### config.mk
export PLATFORM = sky130hd
export DESIGN_NAME = midi_msg_tx
export DESIGN_NICKNAME = d
export VERILOG_FILES = /design/src/rtl/midi_msg_tx.sv
export SDC_FILE = /design/constraint.sdc
export NUM_CORES = 1
export LEC_CHECK = 0
export CORE_MARGIN = 4
export CORE_UTILIZATION = 29
export DETAILED_ROUTE_END_ITERATION = 6
export HOLD_SLACK_MARGIN = 0.05
export PLACE_DENSITY_LB_ADDON = 0.25
export SLEW_MARGIN = 0
export SYNTH_ARGS = -nofsm -noshare
export SYNTH_HDL_FRONTEND = slang
export SYNTH_SLANG_ARGS = --single-unit
### constraint.sdc
create_clock -name reg_clk -period 4.7 [get_ports reg_clk]
set_clock_uncertainty 0.1 [all_clocks]
set_input_delay 0.94 -clock reg_clk [delete_from_list [all_inputs] [get_ports reg_clk]]
set_output_delay 0.94 -clock reg_clk [all_outputs]
set_load 0.01 [all_outputs]
### src/rtl/midi_msg_tx.sv
// MIDI OUT transmitter: takes one message per handshake, sizes it from the status byte,
// optionally drops a repeated channel status, and shifts it out as 8N1 frames.
module midi_msg_tx #(
  parameter int BIT_DIV        = 1600,
  parameter bit RUNNING_STATUS = 1'b1
) (
  input  logic       reg_clk,
  input  logic       reset_reg_N,
  input  logic       msg_valid,
  output logic       msg_ready,
  input  logic [7:0] msg_status,
  input  logic [7:0] msg_data1,
  input  logic [7:0] msg_data2,
  input  logic       rs_clear,
  output logic       midi_txd,
  output logic       tx_busy,
  output logic       byte_sent
);

  // state   | meaning
  // IDLE    | waiting for a message, msg_ready high
  // LOAD    | pick next byte into the shifter (1 cycle)
  // START   | start bit, txd low for BIT_DIV cycles
  // DATA    | 8 data bits, LSB first, BIT_DIV cycles each
  // STOP    | stop bit, txd high; byte_sent on its last cycle
  typedef enum logic [2:0] {S_IDLE, S_LOAD, S_START, S_DATA, S_STOP} state_t;

  localparam logic [15:0] BIT_RELOAD = 16'(BIT_DIV - 1);

  state_t      state, state_next;
  logic [15:0] cnt;
  logic [2:0]  bit_idx;
  logic [1:0]  byte_idx, last_idx, n_bytes;
  logic [7:0]  shreg, last_status, byte0, byte1, byte2;
  logic        txd_next, tick, accept, is_chan, is_sys, rs_hit;

  assign tick    = (cnt == 16'd0);
  assign accept  = msg_valid && (state == S_IDLE);
  assign is_chan = msg_status[7] && (msg_status[7:4] != 4'hF);
  assign is_sys  = (msg_status[7:3] == 5'b11110);
  // a coincident rs_clear wins over the stored status, so the status byte is sent
  assign rs_hit  = RUNNING_STATUS && is_chan && !rs_clear && (msg_status == last_status);

  always_comb begin
    n_bytes = 2'd1;
    if (msg_status[7]) begin
      case (msg_status[7:4])
        4'h8, 4'h9, 4'hA, 4'hB, 4'hE: n_bytes = 2'd3;
        4'hC, 4'hD:                   n_bytes = 2'd2;
        default: begin
          case (msg_status)
            8'hF2:        n_bytes = 2'd3;
            8'hF1, 8'hF3: n_bytes = 2'd2;
            default:      n_bytes = 2'd1;
          endcase
        end
      endcase
    end
  end

  always_ff @(posedge reg_clk or negedge reset_reg_N) begin
    if (!reset_reg_N) state <= S_IDLE;
    else              state <= state_next;
  end

  always_comb begin
    state_next = state;
    msg_ready  = 1'b0;
    tx_busy    = 1'b1;
    byte_sent  = 1'b0;
    txd_next   = 1'b1;
    case (state)
      S_IDLE: begin
        msg_ready = 1'b1;
        tx_busy   = 1'b0;
        if (msg_valid) state_next = S_LOAD;
      end
      S_LOAD:  state_next = S_START;
      S_START: begin
        txd_next = 1'b0;
        if (tick) state_next = S_DATA;
      end
      S_DATA: begin
        txd_next = shreg[0];
        if (tick && bit_idx == 3'd7) state_next = S_STOP;
      end
      S_STOP: begin
        if (tick) begin
          byte_sent  = 1'b1;
          state_next = (byte_idx == last_idx) ? S_IDLE : S_LOAD;
        end
      end
      default: state_next = S_IDLE;
    endcase
  end

  always_ff @(posedge reg_clk or negedge reset_reg_N) begin
    if (!reset_reg_N) begin
      midi_txd    <= 1'b1;
      cnt         <= 16'd0;
      bit_idx     <= 3'd0;
      byte_idx    <= 2'd0;
      last_idx    <= 2'd0;
      shreg       <= 8'd0;
      last_status <= 8'd0;
      byte0       <= 8'd0;
      byte1       <= 8'd0;
      byte2       <= 8'd0;
    end else begin
      midi_txd <= txd_next;
      if (accept) begin
        byte0    <= msg_status;
        byte1    <= {1'b0, msg_data1[6:0]};
        byte2    <= {1'b0, msg_data2[6:0]};
        byte_idx <= rs_hit ? 2'd1 : 2'd0;
        last_idx <= n_bytes - 2'd1;
        if (is_chan)       last_status <= msg_status;
        else if (is_sys)   last_status <= 8'd0;
        else if (rs_clear) last_status <= 8'd0;
      end else if (rs_clear) begin
        last_status <= 8'd0;
      end
      case (state)
        S_LOAD: begin
          shreg   <= (byte_idx == 2'd0) ? byte0 : (byte_idx == 2'd1) ? byte1 : byte2;
          cnt     <= BIT_RELOAD;
          bit_idx <= 3'd0;
        end
        S_START, S_DATA, S_STOP: begin
          cnt <= tick ? BIT_RELOAD : cnt - 16'd1;
          if (state == S_DATA && tick) begin
            shreg   <= {1'b0, shreg[7:1]};
            bit_idx <= bit_idx + 3'd1;
          end
          if (state == S_STOP && tick && byte_idx != last_idx) byte_idx <= byte_idx + 2'd1;
        end
        default: ;
      endcase
    end
  end

endmodule

==> reports/summary.txt <==
status = finished clean
DRT Wirelength = 7.68 mm
routed wl met2 = 3.47 mm
unrepaired setup endpoints after global routing = no
number of H-tree levels = 3
total grt overflow = 0
CTS Buf Count = 9
Post-CTS Hold Buffers = 0
CP Max Fanout = 9
Global Route Usage Sum = 0.125
Vias = 2,655
count of TritonRoute iterations in the first routing pass = 4
part of the total power dissipated in combinational logic = 0.175
Hold Startpoint = byte2[1]
reg2reg start = cnt[0]
Hold Fails Final Rpt = 0
clock group share of total power = 0.394
number of fill cells in the layout = 1,184
final routed DRC violation total = 0
fin nets = 418
number of antenna violations at the first check in global routing = 0
final worst hold slack = 369 ps
IR drop worst, VDD = 0.000195 V
Max Cap Violations = 0
number of buffers on the longest clock path = 2
Cell Area, Synth = 3440 sq um
Design Area, Final = 4170 sq um
final HPWL from detailed placement = 5.17 mm
Detail Route met3 WL = 336 um
Synth area leader = dfrtp_1
Met1 Routed Length = 3.75 mm
ratio of total power to cell area = 440 nW/um^2
number of cell rows = 39
largest net degree at the start of global routing = 36
number of max-slew violations in the final report = 0
Yosys Warn Count = 0
clock tree from TritonCTS = built
Synth Register Bits = 65
routed wirelength normalized by instance count = 14.4 um
Worst-Margin Slew = 1160 ps
post-layout instance count excluding filler cells = 533
worst endpoint required time = 3660 ps
count of unique library cells instantiated by Yosys = 51
Internal Pwr Total = 1.31 mW
worst slack at placement = 1400 ps
final weighted congestion in routability-driven placement = 0.778
nature of the critical path startpoint = register
Syn Inst Count = 359
placed cell areas = 3850 sq um
number of cells upsized or downsized after cts = 0
Overall Power = 1.84 mW
area share of the largest cell type after synthesis = 0.465
CTS clk-pin slew, worst paths = 50 ps
portion of the post-synthesis area used by sequential elements = 0.473
startpoint of the most critical setup path = cnt[0]
final worst slack = 1060 ps
Worst Path Arrival = 2600 ps
effective utilization at floorplan = 0.299
global-route wire length before repair = 13.3 mm
post-layout utilization of the core = 0.362
switching part of the total = 0.285
overall die area = 13,700 sq um
standby leakage power = 1.92 nW
sw power = 0.523 mW
top-level I/O count = 32
endpoint class of the critical path = primary output
path class of the lowest-slack min-delay path = register to register
net count of the mapped netlist = 392
number of global-route vias before repair = 2,729
top routing layer in use = met4
total negative slack = 0 ps
Post CTS Setup Buffer Count = 0
Mean Syn Cell Area = 9.58 sq um
Setup-failing EPs final = 0
Final ANT Viol Nets = 0
placeable core region = 11,500 sq um
die height = 117 um
synth top area cells = dfrtp_1, nand2_1, mux2_2
Root Buffer Master = clkbuf_16
area delta synth->final = 21.2%
Period minus WS final = 3640 ps
ratio of cells with drive above 1 in the final layout = 0.128
count of clock tree sinks = 65
Sequential Power Share = 0.431
drt first-iter violations = 115
worst setup path category = register to primary output
vias per std cell = 4.98
clock insertion delay at the later pin of the skew report = 330 ps
Die Width = 117 um
Final period util = 0.773
number of placed cells counting well taps = 517
IO buf count = 29
top achievable clock speed = 275 MHz
worst rel slew slack = 0.222
count of antenna diodes in the layout = 0
## power groups by stage
stage               clock, mW  combinational [mW]  sequential [mW]
floorplan                   0               0.249            0.769
global placement            0               0.316            0.795
detailed placement          0               0.325            0.801
CTS                     0.747               0.327            0.791
global route            0.772               0.373            0.813
finish                  0.723               0.322            0.791
## layout by cell type (no fill, tap or decap), drive strengths merged, types with 2 or more instances in the layout
cell | Yosys | layout
xor2 | 10 | 10
bufinv | 0 | 2
a31oi | 4 | 4
and2 | 2 | 2
inv | 14 | 14
a211oi | 3 | 3
and3 | 12 | 12
clkbuf | 13 | 12
a21oi | 5 | 5
nand4 | 5 | 5
mux2i | 10 | 10
nor3b | 3 | 3
nor3 | 10 | 10
nand3 | 4 | 4
o21bai | 2 | 2
mux2 | 18 | 18
o2bb2ai | 2 | 2
nor2 | 19 | 19
nor2b | 2 | 2
o21ai | 17 | 17
o22ai | 2 | 2
clkdlybuf4s50 | 0 | 28
dfrtp | 64 | 64
a32o | 5 | 5
buf | 4 | 4
a2111oi | 5 | 5
a22o | 3 | 3
a211o | 5 | 5
or3 | 3 | 3
nor4 | 6 | 6
nand2 | 90 | 90
o41ai | 2 | 2
ha | 5 | 5
## synth_stat cells (all sizes together)
master,count
a2111oi,5
a211o,5
a211oi,3
a21boi,1
a21oi,5
a221o,1
a22o,3
a22oi,1
a31oi,4
a32o,5
and2,2
and3,12
buf,4
clkbuf,13
dfrtp,64
dfstp,1
ha,5
inv,14
mux2,18
mux2i,10
nand2,90
nand3,4
nand4,5
nand4b,1
nor2,19
nor2b,2
nor3,10
nor3b,3
nor4,6
nor4b,1
o21ai,17
o21bai,2
o22ai,2
o2bb2ai,2
o31ai,1
o32ai,1
o41ai,2
or2,1
or3,3
or4b,1
xor2,10
## final cells by class
class | count | area (sq um) | share of cell area
Sequential cell | 65 | 1630 | 0.390
Clock buffer | 12 | 246 | 0.0591
Inverter | 14 | 52.6 | 0.0126
Timing Repair Buffer | 32 | 308 | 0.0738
Tap cell | 143 | 179 | 0.0429
Multi-Input combinational cell | 263 | 1680 | 0.403
Clock inverter | 4 | 76.3 | 0.0183
## layer usage
metal / track usage / vias up
met5: 0 / -
li1: - / 1323
met4: 0.0482 / 0
met3: 0.0375 / 9
met1: 0.171 / 1267
met2: 0.187 / 56
## final timing paths
path                             endpoint  slack, ps  cells after the start
worst max register to register   shreg[0]       2270                      7
min in group asynchronous          cnt[4]        620                      1
worst max-delay path            byte_sent       1060                      6
worst min register to register   byte2[1]        370                      2
max in group asynchronous         cnt[11]       2950                      2
worst min-delay path             byte2[1]        370                      2
## flip-flops by register name, indices dropped and copies added, names as in the netlist
name	cells
last_idx	2
byte0	8
byte1	7
shreg	8
cnt	16
last_status	8
bit_idx	3
byte_idx	2
state	3
midi_txd	1
byte2	7
## logic make-up (layout without fill, tap and decap cells)
| group | count (synthesis) | count (layout) | share of synthesized area |
|---|---|---|---|
| AND/OR/NAND/NOR | 160 | 160 | 0.228 |
| XOR/XNOR | 10 | 10 | 0.0255 |
| adder cells (fa/ha/maj) | 5 | 5 | 0.0182 |
| multiplexers | 28 | 28 | 0.0880 |
| flip-flops | 65 | 65 | 0.473 |
| AO/OA/AOI/OAI | 60 | 60 | 0.127 |
| buffers and inverters | 31 | 62 | 0.0404 |
## worst max-delay path, stage by stage (launching register included)
cell,delay (ps)
dfrtp_1,390
inv_1,100
ha_1,210
nor3b_4,390
and3_1,420
and3_1,220
clkdlybuf4s50_1,530
No activity file was read; power rests on OpenSTA's default activity.
